[config.mk]
export PLATFORM = sky130hd
export DESIGN_NAME = bitstream_flash_reader
export DESIGN_NICKNAME = d
export VERILOG_FILES = /design/src/rtl/bitstream_flash_reader.sv
export SDC_FILE = /design/constraint.sdc
export NUM_CORES = 1
export LEC_CHECK = 0
export BUFFER_PORTS_ARGS = -buffer_cell sky130_fd_sc_hd__buf_2
export CORE_UTILIZATION = 55
export CTS_CLUSTER_DIAMETER = 50
export DETAILED_ROUTE_END_ITERATION = 16
export PLACE_DENSITY_LB_ADDON = 0.05
export SKIP_LAST_GASP = 1
export SYNTH_ARGS = -nofsm -noshare
export SYNTH_HDL_FRONTEND = slang
export SYNTH_SLANG_ARGS = --single-unit
[constraint.sdc]
create_clock -name clk_i -period 2.7 [get_ports clk_i]
set_input_delay 0.27 -clock clk_i [delete_from_list [all_inputs] [get_ports clk_i]]
set_output_delay 0.27 -clock clk_i [all_outputs]
set_load 0.005 [all_outputs]
[src/rtl/bitstream_flash_reader.sv]
// SPI-flash boot reader: issues a READ (0x03) at the selected slot's byte address
// and streams 32-bit bitstream words out as single-cycle valid pulses.
module bitstream_flash_reader #(
   parameter int unsigned BITSTREAM_LENGTH_WORDS = 32'h11D6,
   parameter int unsigned SLOT_OFFSET_WORDS      = 32'h2000,
   parameter int unsigned NUM_SLOTS              = 16,
   parameter int unsigned CLK_DIV                = 1,
   parameter int unsigned CS_HIGH_CYCLES         = 4,
   localparam int unsigned SLOT_W = (NUM_SLOTS > 1) ? $clog2(NUM_SLOTS) : 1
) (
   input  logic              clk_i,
   input  logic              rst_ni,
   input  logic              start_i,
   input  logic [SLOT_W-1:0] slot_i,
   output logic [31:0]       bitstream_data_o,
   output logic              bitstream_valid_o,
   output logic              busy_o,
   output logic              sclk_o,
   output logic              cs_no,
   output logic              mosi_o,
   input  logic              miso_i
);

   localparam int unsigned WORD_W    = $clog2(BITSTREAM_LENGTH_WORDS + 1);
   localparam int unsigned DIV_W     = (CLK_DIV > 1) ? $clog2(CLK_DIV) : 1;
   localparam int unsigned HOLD_W    = (CS_HIGH_CYCLES > 1) ? $clog2(CS_HIGH_CYCLES) : 1;
   // The IDLE cycle that follows CS_HOLD also keeps cs_no high, so CS_HOLD
   // itself lasts one cycle less than the required high time (minimum one).
   localparam int unsigned HOLD_LAST = (CS_HIGH_CYCLES > 2) ? CS_HIGH_CYCLES - 2 : 0;
   localparam logic [7:0]  READ_CMD  = 8'h03;

   typedef enum logic [2:0] {
      IDLE, SETUP, SHIFT_CMD, SHIFT_ADDR, SHIFT_DATA, CS_HOLD
   } state_t;

   state_t              state, next_state;
   logic [SLOT_W-1:0]   slot_q;
   logic [DIV_W-1:0]    div_cnt;
   logic                sclk_q;
   logic [4:0]          bit_cnt;
   logic [31:0]         shift_out;
   logic [30:0]         rx_shift;
   logic [31:0]         data_q;
   logic                valid_q;
   logic [WORD_W-1:0]   word_cnt;
   logic [HOLD_W-1:0]   hold_cnt;
   logic [23:0]         addr;
   logic                tick, in_shift, rise, fall, last_word_out;

   assign addr          = 24'(24'(slot_q) * 24'(SLOT_OFFSET_WORDS) * 24'd4);
   assign tick          = (div_cnt == DIV_W'(CLK_DIV - 1));
   assign in_shift      = (state == SHIFT_CMD) || (state == SHIFT_ADDR) || (state == SHIFT_DATA);
   assign rise          = in_shift && tick && !sclk_q;
   assign fall          = in_shift && tick && sclk_q;
   assign last_word_out = (state == SHIFT_DATA) && valid_q &&
                          (word_cnt == WORD_W'(BITSTREAM_LENGTH_WORDS));

   always_ff @(posedge clk_i or negedge rst_ni) begin
      if (!rst_ni) state <= IDLE;
      else         state <= next_state;
   end

   always_comb begin
      next_state = state;
      case (state)
         IDLE:       if (start_i) next_state = SETUP;
         SETUP:      if (tick) next_state = SHIFT_CMD;
         SHIFT_CMD:  if (fall && bit_cnt == 5'd7) next_state = SHIFT_ADDR;
         SHIFT_ADDR: if (fall && bit_cnt == 5'd23) next_state = SHIFT_DATA;
         SHIFT_DATA: if (last_word_out) next_state = CS_HOLD;
         CS_HOLD:    if (hold_cnt == HOLD_W'(HOLD_LAST)) next_state = IDLE;
         default:    next_state = IDLE;
      endcase
   end

   always_comb begin
      cs_no  = 1'b0;
      busy_o = 1'b1;
      mosi_o = 1'b0;
      case (state)
         IDLE: begin
            cs_no  = 1'b1;
            busy_o = 1'b0;
         end
         SETUP:                 mosi_o = READ_CMD[7];
         SHIFT_CMD, SHIFT_ADDR: mosi_o = shift_out[31];
         CS_HOLD:               cs_no  = 1'b1;
         default:               mosi_o = 1'b0;
      endcase
   end

   assign sclk_o            = sclk_q;
   assign bitstream_valid_o = valid_q;
   assign bitstream_data_o  = data_q;

   // Bit engine: sclk toggles every CLK_DIV cycles; mosi advances on the
   // high->low transition, miso is captured on the low->high transition.
   always_ff @(posedge clk_i or negedge rst_ni) begin
      if (!rst_ni) begin
         slot_q    <= '0;
         div_cnt   <= '0;
         sclk_q    <= 1'b0;
         bit_cnt   <= '0;
         shift_out <= '0;
         rx_shift  <= '0;
         data_q    <= '0;
         valid_q   <= 1'b0;
         word_cnt  <= '0;
         hold_cnt  <= '0;
      end else begin
         valid_q <= 1'b0;
         if (state == IDLE && start_i) slot_q <= slot_i;

         if ((state == SETUP || in_shift) && next_state != CS_HOLD)
            div_cnt <= tick ? '0 : div_cnt + 1'b1;
         else
            div_cnt <= '0;

         if (in_shift && next_state != CS_HOLD) begin
            if (tick) sclk_q <= ~sclk_q;
         end else begin
            sclk_q <= 1'b0;
         end

         if (state == SETUP)  shift_out <= {READ_CMD, addr};
         else if (fall)       shift_out <= {shift_out[30:0], 1'b0};

         if (fall)            bit_cnt <= (next_state != state) ? 5'd0 : bit_cnt + 5'd1;
         else if (!in_shift)  bit_cnt <= 5'd0;

         if (rise && state == SHIFT_DATA) begin
            rx_shift <= {rx_shift[29:0], miso_i};
            if (bit_cnt == 5'd31) begin
               data_q   <= {rx_shift, miso_i};
               valid_q  <= 1'b1;
               word_cnt <= word_cnt + 1'b1;
            end
         end else if (state == IDLE) begin
            word_cnt <= '0;
         end

         if (state == CS_HOLD) hold_cnt <= hold_cnt + 1'b1;
         else                  hold_cnt <= '0;
      end
   end

endmodule
Word-level counts from Yosys, hierarchy flattened

Index checks and enable logic that the tools add are counted.

Output and inout bits: 37
Flip-flop bits (word level): 125
Bits of input ports: 8
Word-level logic and storage cells: 79

Mux-type cells: 25
Equal/unequal tests: 15
$add $sub $neg: 4
Bitwise logic cells: 2
Reduce and logical (&&, ||, !) cells: 22

Operators with widths:

| operator                                            | number |
|---|---|
| 2-to-1 mux 32 bit                                   | 2 |
| 2-to-1 mux 13 bit                                   | 3 |
| 2-to-1 mux 3 bit                                    | 6 |
| one-hot mux 3 bit (6 select lines)                  | 1 |
| 2-to-1 mux 5 bit                                    | 3 |
| adder 13 x 1 -> 13 bit, second input constant       | 1 |
| equality test 13 bit, second input constant         | 1 |
| logical AND 1 bit                                   | 11 |
| equality test 5 bit, second input constant          | 2 |
| 2-to-1 mux 1 bit                                    | 9 |
| equality test 3 x 2 -> 1 bit, second input constant | 2 |
| equality test 3 bit, second input constant          | 2 |
| adder 5 x 1 -> 5 bit, second input constant         | 1 |
| equality test 5 x 3 -> 1 bit, second input constant | 1 |
| != test 2 x 1 -> 1 bit, second input constant       | 2 |
| AND reduction 2 bit                                 | 2 |
| nonzero test 2 bit                                  | 2 |
| OR reduction 2 bit                                  | 2 |
| equality test 3 x 1 -> 1 bit, second input constant | 1 |
| zero test 3 bit                                     | 1 |
| logical OR 1 bit                                    | 3 |
| != test 3 bit                                       | 1 |
| != test 3 bit, second input constant                | 1 |
| adder 2 x 1 -> 2 bit, second input constant         | 1 |
| other kinds (6)                                     | 7 |

Depth between registers and ports, before layout

Word-level depth: 11
Gate-level depth with buffers: 9
Mapped depth without buffers: 8

Worst setup path after synthesis

Ideal clock, no wire load.

Path kind: reg2reg
Start: reg bit_cnt[0]
End: reg word_cnt[7]
Buffers on the path: 0
Cell stages (with the launch flop): 9
Clock period less this slack: 1.944 ns
Arrival: 1.812 ns
Slack: 0.756 ns
Cell sequence: dfrtp_1 -> ha_1 -> and3_1 -> ha_1 -> nand2b_4 -> a2111oi_4 -> nand3_1 -> xor2_1 -> nor2_1

Word-level cells in the longest chain between the ends: 3

RTL lines:

| what                                    | RTL line | text |
|---|---|---|
| from (decl)                             | 40       | `logic [4:0] bit_cnt;` |
| from (signal assigned)                  | 128      | `if (fall) bit_cnt <= (next_state != state) ? 5'd0 : bit_cnt + 5'd1;` |
| equality test 5 bit                     | 133      | `if (bit_cnt == 5'd31) begin` |
| != test 2 x 1 -> 1 bit (no source line) | n/a      |  |
| AND reduction 2 bit (no source line)    | n/a      |  |
| to (signal assigned)                    | 136      | `word_cnt <= word_cnt + 1'b1;` |
| to (decl)                               | 45       | `logic [WORD_W-1:0] word_cnt;` |

Every way passes these cells.
A chain may end at the register's enable or synchronous reset.

Worst setup path after layout

Start: reg bit_cnt[0]
End: reg data_q[27], in the netlist bitstream_data_o[27]

Word-level cells in the longest chain between the ends: 2

RTL lines:

| what                                 | RTL line | text |
|---|---|---|
| equality test 5 bit                  | 133      |  |
| AND reduction 2 bit (no source line) | n/a      |  |
| to (signal assigned)                 | 134      | `data_q <= {rx_shift, miso_i};` |
| to (decl)                            | 43       | `logic [31:0] data_q;` |

Every way passes these cells.

==> impl_metrics.env <==
export IMPL_fmax_mhz=468
export IMPL_fin_worst_skew_ns=0.0152
export IMPL_multi_input_area_sq_um=1750
export IMPL_nets=486
export IMPL_p_sw_mw=0.651
export IMPL_wl_per_cell_um=13.9
export IMPL_synth_area_leaders="dfrtp_1, nand2_1, mux2_2"
export IMPL_antennaDiodeCount=0
export IMPL_p_sw_share_pct=24.4
export IMPL_p_comb_share_pct=1.5
export IMPL_place_ws_ns=0.571
export IMPL_worstSetupPathType="reg2reg"
export IMPL_cts_max_level=3
export IMPL_slew_headroom_pct=56.9
export IMPL_min_path_type="in2reg"
export IMPL_syn_inst=430
export IMPL_avgSynthCellArea_sq_um=10.7
export IMPL_final_hold_viol_count=0
export IMPL_synth_edf_count=0
export IMPL_syn_nets=443
export IMPL_fin_ws_ns=0.565
export IMPL_gp_congestion=0.757
export IMPL_synth_top_area_cell="dfrtp_1"
export IMPL_slew_viol_final=0
export IMPL_die_area_sq_um=8750
export IMPL_post_route_min_period_ns=2.13
export IMPL_grt_max_degree=61
export IMPL_final_antenna_net_count=0
export IMPL_clock_latency_ns=0.37
export IMPL_timing_setup_tns_ns=0
export IMPL_clkTransAtPathRegs_ns=0.11
export IMPL_cts_sinks=109
export IMPL_critical_path_peak_fanout=22
export IMPL_grt_pass1_vias=2997
export IMPL_register_area_sq_um=2730
export IMPL_worstSetupStartpointType="flop"
export IMPL_io_pins=45
export IMPL_internal_power_mw=2.02
export IMPL_synthDistinctLibCells=41
export IMPL_crit_required_ns=3.01
export IMPL_hpwl_um=5380
export IMPL_drt_wl_total_um=8100
export IMPL_num_fill_cells=680
export IMPL_antenna_found_initial=0
export IMPL_peakVddDrop_mv=0.345
export IMPL_yosysSeqAreaShare_pct=59.2
export IMPL_drt_iter0_drc=126
export IMPL_rows=33
export IMPL_drive_gt1_share_pct=23.2
export IMPL_yosysWarnings=0
export IMPL_ff2ff_setup_slack_ns=0.57
export IMPL_synth_area_sq_um=4610
export IMPL_die_w_um=93.5
export IMPL_track_usage_pct=21.1
export IMPL_drcViolationCount=0
export IMPL_final_common_cell="nand2_1"
export IMPL_root_buffer="clkbuf_8"
export IMPL_cts_buffers=9
export IMPL_clock_path_buffers=2
export IMPL_grt_pass1_wl_um=14400
export IMPL_synth_seq_cells=109
export IMPL_leakage_nw=2.70
export IMPL_critPathArrivalTime_ns=2.45
export IMPL_setup_viol=0
export IMPL_worstMarginPinSlew_ns=0.647
export IMPL_gr_total_overflow=0
export IMPL_viasPerCell=5.25
export IMPL_max_cap_viol_count=0
export IMPL_dr_pass1_iters=4
export IMPL_netlist_area_leader_share_pct=59.2
export IMPL_core_sq_um=8180
export IMPL_power_density_nw_per_um2=519
export IMPL_die_y_um=93.5
export IMPL_start_util_pct=56.4
export IMPL_status="completed"
export IMPL_mostFrequentLayoutCells="nand2_1, dfrtp_1, buf_2"
export IMPL_tritoncts="yes"
export IMPL_synthArstFlopShare_pct=100
export IMPL_crit_path_end_kind="flop"
export IMPL_num_vias=3062
export IMPL_period_share_pct=79.1
export IMPL_power_frac_clock_pct=37.4
export IMPL_rsz0062_at_grt="false"
export IMPL_syn_to_final_growth_pct=11.7
export IMPL_pwr_share_seq_pct=61.2
export IMPL_post_cts_resized=0
export IMPL_io_buffers=44
export IMPL_ys_flop_type="dfrtp_1"
==> final timing paths <==
path / cells after the start / start / to
worst max-delay path: 8 / bit_cnt[0]$_DFFE_PN0P_ / bitstream_data_o[27]$_DFFE_PN0P_
worst min-delay path: 3 / miso_i / bitstream_data_o[0]$_DFFE_PN0P_
worst max register to register: 8 / bit_cnt[0]$_DFFE_PN0P_ / bitstream_data_o[27]$_DFFE_PN0P_
worst min register to register: 1 / hold_cnt[0]$_DFF_PN0_ / hold_cnt[0]$_DFF_PN0_
max in group asynchronous: 3 / rst_ni / bitstream_data_o[28]$_DFFE_PN0P_
min in group asynchronous: 2 / rst_ni / bit_cnt[2]$_DFFE_PN0P_
==> repair_timing <==
item | CTS | global route
hold endpoints to repair | 49 | 0
hold buffers | 1 | 0
setup buffers | 0 | 0
==> worst max-delay path, stage by stage (launching register included) <==
cell,delay (ns)
dfrtp_1,0.41
ha_1,0.27
and3_1,0.19
ha_1,0.22
nand2_2,0.21
inv_2,0.35
buf_4,0.28
nand2_1,0.08
nand2_1,0.06
==> sequential cells by signal, summed over array words and instances, names as in the netlist <==
name / count
bit_cnt: 5
bitstream_data_o: 32
bitstream_valid_o: 1
hold_cnt: 2
rx_shift: 31
sclk_o: 1
shift_out: 17
slot_q: 4
state: 3
word_cnt: 13
==> Yosys cell counts (2+ instances only) <==
cell type / n
nor2_1: 21
clkbuf_1: 5
a22oi_1: 6
xnor2_1: 5
a2111oi_4: 2
xor2_1: 9
nor3_1: 2
inv_1: 7
o21ai_0: 12
nor2b_1: 4
a21oi_1: 6
nand4b_1: 3
dfrtp_1: 109
nand4_1: 5
and3_1: 3
buf_2: 13
mux2_2: 35
nand3_1: 19
nand2_1: 137
and2_1: 2
ha_1: 5
==> cells by family (layout without fill, tap and decap cells) <==
group	Yosys count	after routing	share of synthesized area, %
muxes	35	35	8.56
AOI/OAI and AO/OA	34	34	5.73
and+or+nand+nor	205	205	19.6
buffers and inverters	28	76	2.88
xor gates and xnor gates	14	14	2.66
adders and majority gates	5	5	1.36
DFF	109	109	59.2
==> power groups by stage <==
stage               sequential (mW)  combinational (mW)  clock [mW]
finish                         1.63              0.0397       0.997
global route                   1.63              0.0476        1.10
CTS                            1.63              0.0431        1.04
detailed placement             1.66              0.0420           0
global placement               1.66              0.0412           0
floorplan                      1.66            0.000111           0
==> metal layers <==
layer	vias up	track usage, %	share of wire [%]	routed length (um)
met2	35	33.7	48	3930
li1	1514	-	-	-
met5	-	0	0	0
met1	1507	29.2	47	3850
met3	6	5.04	3.0	244
met4	0	5.38	1.0	85
==> per-stage QoR <==
step	hold slack (ns)	power [mW]	util [%]	cells	area, sq um
after global placement	0.334	1.70	60.2	566	4920
after CTS	0.0744	2.72	62.9	583	5140
final	0.0994	2.67	62.9	583	5140
after detailed placement	0.348	1.71	60.2	566	4920
after floorplan	-0.0256	1.66	-	430	4610
after global routing	0.0718	2.78	62.9	583	5140
==> final cells by class <==
class / count / area share [%]
Clock buffer: 9 / 2.41
Clock inverter: 7 / 1.70
Sequential cell: 109 / 53.0
Timing Repair Buffer: 52 / 5.79
Inverter: 8 / 0.584
Multi-Input combinational cell: 293 / 33.9
Tap cell: 105 / 2.55
No activity file was read; power rests on OpenSTA's default activity.
